$ cat config.mk
export PLATFORM = sky130hd
export DESIGN_NAME = joystick_event_queue_flat
export DESIGN_NICKNAME = d
export VERILOG_FILES = /design/src/rtl/joystick_event_queue_if.sv /design/src/rtl/joystick_event_queue.sv /design/src/flat_wrapper.sv
export SDC_FILE = /design/constraint.sdc
export NUM_CORES = 1
export LEC_CHECK = 0
export CORE_MARGIN = 2
export CORE_UTILIZATION = 40
export DETAILED_ROUTE_END_ITERATION = 16
export PLACE_DENSITY = 0.7
export SLEW_MARGIN = 5
export SYNTH_ARGS = -nofsm -noshare
export SYNTH_HDL_FRONTEND = slang
export SYNTH_SLANG_ARGS = --single-unit
$ cat constraint.sdc
create_clock -name clk_sys -period 8.5 [get_ports clk_sys]
set_clock_uncertainty 0.1 [all_clocks]
set_input_delay 0.85 -clock clk_sys [delete_from_list [all_inputs] [get_ports clk_sys]]
set_output_delay 0.85 -clock clk_sys [all_outputs]
set_load 0.01 [all_outputs]
$ cat src/rtl/joystick_event_queue_if.sv
// Bundle between the joystick event queue and its host.
// The host drives sample/joystick/rd/ovf_clr; the queue drives the rest.
interface joystick_event_queue_if #(
  parameter int PLAYERS = 6,
  parameter int BUTTONS = 32,
  parameter int DEPTH   = 16
);
  localparam int PW = (PLAYERS > 1) ? $clog2(PLAYERS) : 1;
  localparam int BW = $clog2(BUTTONS);
  localparam int EW = 1 + PW + BW;
  localparam int CW = $clog2(DEPTH) + 1;

  logic                       sample;
  logic [PLAYERS*BUTTONS-1:0] joystick;
  logic                       rd;
  logic [EW-1:0]              rd_data;
  logic                       empty;
  logic                       full;
  logic [CW-1:0]              count;
  logic                       overflow;
  logic                       ovf_clr;
  logic                       busy;

  modport master (
    output sample, joystick, rd, ovf_clr,
    input  rd_data, empty, full, count, overflow, busy
  );

  modport slave (
    input  sample, joystick, rd, ovf_clr,
    output rd_data, empty, full, count, overflow, busy
  );
endinterface

$ cat src/rtl/joystick_event_queue.sv
// Snapshots all joystick words on a strobe, scans one bit per cycle against the
// previous snapshot, and queues each change as {level, player, bit} in a FWFT FIFO.
module joystick_event_queue #(
  parameter int PLAYERS = 6,
  parameter int BUTTONS = 32,
  parameter int DEPTH   = 16
) (
  input  logic                  clk_sys,
  input  logic                  reset_n,
  joystick_event_queue_if.slave bus
);
  localparam int N  = PLAYERS * BUTTONS;
  localparam int PW = (PLAYERS > 1) ? $clog2(PLAYERS) : 1;
  localparam int BW = $clog2(BUTTONS);
  localparam int EW = 1 + PW + BW;
  localparam int AW = $clog2(DEPTH);
  localparam int CW = AW + 1;
  localparam int IW = $clog2(N);

  typedef enum logic {
    S_IDLE,
    S_SCAN
  } state_t;

  state_t          r_state;
  state_t          w_state_nxt;
  logic [IW-1:0]   r_idx;
  logic [N-1:0]    r_cur;
  logic [N-1:0]    r_prev;

  logic [EW-1:0]   r_mem [DEPTH];
  logic [AW-1:0]   r_wr_ptr;
  logic [AW-1:0]   r_rd_ptr;
  logic [CW-1:0]   r_count;
  logic            r_empty;
  logic            r_full;
  logic            r_overflow;

  logic            w_last;
  logic            w_evt_valid;
  logic [EW-1:0]   w_event;
  logic            w_push;
  logic            w_pop;
  logic            w_drop;
  logic [CW-1:0]   w_count_nxt;

  // NOTE: every signal driven here gets a default first so no latch is inferred.
  always_comb begin
    w_state_nxt = r_state;
    w_last      = (r_idx == IW'(N - 1));
    w_evt_valid = 1'b0;
    w_event     = {r_cur[r_idx], PW'(r_idx >> BW), r_idx[BW-1:0]};
    case (r_state)
      S_IDLE: if (bus.sample) w_state_nxt = S_SCAN;
      S_SCAN: begin
        w_evt_valid = (r_cur[r_idx] != r_prev[r_idx]);
        if (w_last) w_state_nxt = S_IDLE;
      end
      default: w_state_nxt = S_IDLE;
    endcase
  end

  // A full FIFO still accepts an event when the same cycle pops the head.
  assign w_pop       = bus.rd && !r_empty;
  assign w_push      = w_evt_valid && (!r_full || bus.rd);
  assign w_drop      = w_evt_valid && !w_push;
  assign w_count_nxt = r_count + CW'(w_push) - CW'(w_pop);

  // NOTE: sequential state uses non-blocking assignments only.
  always_ff @(posedge clk_sys) begin
    if (!reset_n) begin
      r_state <= S_IDLE;
      r_idx   <= '0;
      r_cur   <= '0;
      r_prev  <= '0;
    end else begin
      r_state <= w_state_nxt;
      case (r_state)
        S_IDLE: begin
          if (bus.sample) begin
            r_cur <= bus.joystick;
            r_idx <= '0;
          end
        end
        S_SCAN: begin
          r_prev[r_idx] <= r_cur[r_idx];
          r_idx         <= w_last ? '0 : r_idx + IW'(1);
        end
        default: ;
      endcase
    end
  end

  always_ff @(posedge clk_sys) begin
    if (!reset_n) begin
      r_wr_ptr   <= '0;
      r_rd_ptr   <= '0;
      r_count    <= '0;
      r_empty    <= 1'b1;
      r_full     <= 1'b0;
      r_overflow <= 1'b0;
    end else begin
      if (w_push) r_wr_ptr <= r_wr_ptr + AW'(1);
      if (w_pop)  r_rd_ptr <= r_rd_ptr + AW'(1);
      r_count <= w_count_nxt;
      r_empty <= (w_count_nxt == '0);
      r_full  <= (w_count_nxt == CW'(DEPTH));
      if (w_drop)           r_overflow <= 1'b1;
      else if (bus.ovf_clr) r_overflow <= 1'b0;
    end
  end

  // NOTE: storage is not reset; rd_data is masked to 0 while empty instead.
  always_ff @(posedge clk_sys) begin
    if (w_push) r_mem[r_wr_ptr] <= w_event;
  end

  assign bus.rd_data  = r_empty ? '0 : r_mem[r_rd_ptr];
  assign bus.empty    = r_empty;
  assign bus.full     = r_full;
  assign bus.count    = r_count;
  assign bus.overflow = r_overflow;
  assign bus.busy     = (r_state == S_SCAN);
endmodule

$ cat src/flat_wrapper.sv
// flat-port wrapper written by rule: the top's interface ports become plain ports
module joystick_event_queue_flat 
#(
  parameter int PLAYERS = 6,
  parameter int BUTTONS = 32,
  parameter int DEPTH   = 16
)
  (clk_sys, reset_n, bus_sample, bus_joystick, bus_rd, bus_ovf_clr, bus_rd_data, bus_empty, bus_full, bus_count, bus_overflow, bus_busy);
  joystick_event_queue_if #(.PLAYERS(PLAYERS), .BUTTONS(BUTTONS), .DEPTH(DEPTH)) bus_i ();
  input  logic clk_sys;
  input  logic reset_n;
  input wire logic [$bits(bus_i.sample)-1:0] bus_sample;
  input wire logic [$bits(bus_i.joystick)-1:0] bus_joystick;
  input wire logic [$bits(bus_i.rd)-1:0] bus_rd;
  input wire logic [$bits(bus_i.ovf_clr)-1:0] bus_ovf_clr;
  output wire logic [$bits(bus_i.rd_data)-1:0] bus_rd_data;
  output wire logic [$bits(bus_i.empty)-1:0] bus_empty;
  output wire logic [$bits(bus_i.full)-1:0] bus_full;
  output wire logic [$bits(bus_i.count)-1:0] bus_count;
  output wire logic [$bits(bus_i.overflow)-1:0] bus_overflow;
  output wire logic [$bits(bus_i.busy)-1:0] bus_busy;
  assign bus_i.sample = bus_sample;
  assign bus_i.joystick = bus_joystick;
  assign bus_i.rd = bus_rd;
  assign bus_i.ovf_clr = bus_ovf_clr;
  assign bus_rd_data = bus_i.rd_data;
  assign bus_empty = bus_i.empty;
  assign bus_full = bus_i.full;
  assign bus_count = bus_i.count;
  assign bus_overflow = bus_i.overflow;
  assign bus_busy = bus_i.busy;
  joystick_event_queue #(.PLAYERS(PLAYERS), .BUTTONS(BUTTONS), .DEPTH(DEPTH)) u_core (.clk_sys(clk_sys), .reset_n(reset_n), .bus(bus_i));
endmodule
==> metrics <==
Crit Path Max Fanout=44; crit path DAT=6.05 ns; CTS Sinks=557; 1st-iter DRT viols=1949; first-pass GRT wire length=106.1 mm; total grt overflow=0; Gate Count Post-Synth=2346; wire length per cell=20.84 um; WS Path Type=reg -> reg; Clock Path Buffers=3; Setup Buffers After CTS=0; Mapped Avg Cell Area=10.84 sq um; Final Critical Period=5.616 ns; Worst-Margin Slew=1.294 ns; final layout net count=2622; CTS buffer count=56; MaxCap Viol Count=0; syn_nets=2558; hold_sp=u_core.r_cur[23]; EDFF count, synth=144; worst hold path cell count=2; Setup crit start=u_core.r_idx[1]; final setup vio count=0; period utilization=0.6607; core area=62970 sq um; cell taking the most area after synthesis=dfxtp_1; wire length on met2=33.00 mm; fmax=178.1 MHz; worst reg2reg path depth=14; Die X-Extent=256.2 um; WHS Endpoint=u_core.r_cur[23]; Synth area leaders=dfxtp_1, edfxtp_1, mux4_2; FF+latch count, synth=557; Synth Flop Type=dfxtp_1; Reg2Reg Setup Slack=2.88 ns; number of cell rows=92; Crit path required time=8.94 ns; Synth warnings=0; GRT Util Overall=0.2036; detailed-route via count=18.90k; slowest CP cell=dfxtp_4; post-synth top area share=0.3250; post-synthesis cell type count=64; reg2reg start=u_core.r_idx[1]; share of post-route cells with drive strength above 1=0.1066; outcome=completed; number of port buffers=214; CP endpoint kind=flop; DRC viols=0; RR Endpoint=u_core.bus.empty; Post-Synthesis Cell Area=25440 sq um; met3 routed WL=4.241 mm; Pwr Density=202.4 nW/um^2; Final HPWL DP=44.34 mm; post-CTS resize count=0; Die Ht=256.2 um; Antenna diodes=0; Area Overhead vs Synth=16.78%; Buf/Inv on CP=2; number of global-route vias before repair=18.32k; hold slack final=0.3651 ns; Die Area=65640 sq um; top sig layer=met4; clock-pin slew on the worst setup and hold paths=0.07 ns; cell chain of the critical path=buf_4 -> mux4_2 -> o211ai_1 -> nand2_1 -> o311ai_2 -> nand4_4 -> xnor2_4 -> nor2_2 -> ha_1 -> inv_1 -> fa_1 -> xnor2_1 -> or4b_2 -> o21ai_0; CP peak stage delay=0.84 ns; initial antenna violation count=0; Antenna Nets Post-Route=0; Clock Latency Late Sink=0.63 ns; delay-heaviest family, CP=simple AND/OR/NAND/NOR gates; Hold Vio Cnt, Final=0; part of the Yosys area used for sequential elements=0.4949; Starting Density=0.4041; post-route setup TNS=0 ns; Slew HR=0.1347; Total Routed Length=68.85 mm; worst hold path class=reg -> reg; Post-synth ARST share=0; final RePlAce weighted congestion=0.8337; Max H-tree Level=2; pin count of the biggest net entering global routing=276; Leak=0.009932 uW; DR vias/cell=5.723; Pre-antenna DRT Iters=5; I/O pins=215; hold_buf cts=0; Max Slew Vio Count=0; Root Buffer=clkbuf_16; Worst setup SP type=flop; maximum vdd ir drop=0.0001703 V; routed metal-1 wirelength=29.46 mm; CTS tree=built; RSZ-0062 raised after global routing=no
-- layout make-up --
type | count | area, sq um
fill | 5593 | 33250
multi-input combinational | 1539 | 11730
clock buffer | 76 | 1597
clock inverter | 29 | 296.5
tap | 846 | 1059
timing repair buffer | 242 | 2370
inverter | 14 | 52.55
sequential | 557 | 12600
-- through the flow --
| stage | area, sq um | std cells | total power [uW] | utilization | setup WS, ns |
|---|---|---|---|---|---|
| final | 29710 | 3303 | 6015 | 0.4719 | 2.884 |
| after global routing | 29710 | 3303 | 6219 | 0.4719 | 2.645 |
| after floorplan | 25440 | 2346 | 3298 | - | 4.075 |
| after global placement | 27820 | 3198 | 3542 | 0.4418 | 3.013 |
| after detailed placement | 27820 | 3198 | 3558 | 0.4418 | 2.925 |
| after CTS | 29710 | 3303 | 6057 | 0.4719 | 2.901 |
-- layout by cell type, fill, tap and decap left out, types with 3 or more instances in the layout --
| cell type | count |
|---|---|
| nand2_1 | 509 |
| dfxtp_1 | 409 |
| a21boi_0 | 229 |
| clkdlybuf4s50_1 | 213 |
| edfxtp_1 | 144 |
| o311a_1 | 132 |
| o21bai_1 | 131 |
| mux4_2 | 118 |
| mux2i_1 | 89 |
| nand3_1 | 78 |
| clkbuf_16 | 56 |
| nor2b_1 | 47 |
| a22oi_1 | 27 |
| buf_4 | 27 |
| and2_1 | 25 |
| and3_1 | 20 |
| nor2_1 | 15 |
| ha_1 | 14 |
| inv_1 | 13 |
| clkbuf_8 | 12 |
| o21ai_0 | 10 |
| clkinv_2 | 10 |
| a21oi_1 | 9 |
| nand2b_1 | 8 |
| o22ai_1 | 8 |
| clkbuf_1 | 8 |
| nand4_1 | 7 |
| xnor2_1 | 6 |
| o211ai_1 | 5 |
| clkinvlp_4 | 5 |
| a221oi_1 | 4 |
| nor3_1 | 4 |
| bufinv_16 | 4 |
| a31oi_1 | 3 |
| nor3b_1 | 3 |
| dfxtp_4 | 3 |
-- cell families after synthesis --
family,synth area share
compound gates,0.1815
xor+xnor,0.003492
fa+ha+maj,0.007672
buf+inv,0.04490
flops,0.4949
mux,0.1395
simple gates,0.1281
-- worst reg2reg max path, stage by stage (launching register included) --
cell and delay [ns]:
dfxtp_4 0.84, buf_4 0.67, mux4_2 0.60, o211ai_1 0.18, nand2_1 0.09, o311ai_2 0.53
nand4_4 0.23, xnor2_4 0.22, nor2_2 0.42, ha_1 0.26, inv_1 0.05, fa_1 0.40
xnor2_1 0.15, or4b_2 0.62, o21ai_0 0.15
-- synth_stat cells, types with 3 or more instances --
cell type	number
a21boi_0	229
a21oi_1	9
a221oi_1	4
a22oi_1	27
a31oi_1	3
and2_1	25
and3_1	20
buf_1	10
buf_2	29
buf_4	8
buf_6	8
buf_8	4
clkbuf_1	175
dfxtp_1	413
edfxtp_1	144
ha_1	14
inv_1	13
mux2i_1	89
mux4_2	118
nand2_1	509
nand2b_1	9
nand3_1	78
nand4_1	7
nor2_1	15
nor2b_1	48
nor3_1	5
nor3b_1	3
o211ai_1	5
o21ai_0	10
o21bai_1	131
o22ai_1	8
o311a_1	132
xnor2_1	6
-- routing by layer --
metal	global-route usage	vias to the layer above
met5	0	-
met4	0.07164	0
li1	-	8692
met1	0.2730	9379
met3	0.03084	145
met2	0.3356	686
-- how the worst max path moves through the flow --
| stage | cells past startpoint | slack [ns] | to |
|---|---|---|---|
| floorplan | 16 | 4.08 | u_core.bus.empty |
| global placement | 14 | 3.01 | u_core.bus.empty |
| detailed placement | 14 | 2.93 | u_core.bus.empty |
| CTS | 14 | 2.90 | u_core.bus.empty |
| global route | 14 | 2.64 | u_core.bus.empty |
| finish | 14 | 2.88 | u_core.bus.empty |
-- registers in the layout, summed over array words and instances (netlist names), named ones only --
register             flops
u_core.r_rd_ptr          4
u_core.r_mem           144
u_core.r_wr_ptr          4
u_core.r_prev          192
u_core.bus.full          1
u_core.r_idx             8
u_core.bus.count         5
u_core.r_cur           192
u_core.bus.busy          1
u_core.bus.overflow      1
u_core.bus.empty         1
-- where the power goes --
part           internal, uW  switching [uW]
sequential             2780            60.8
clock                  1450            1070
combinational           337             320
Power figures use the tool's default switching activity.
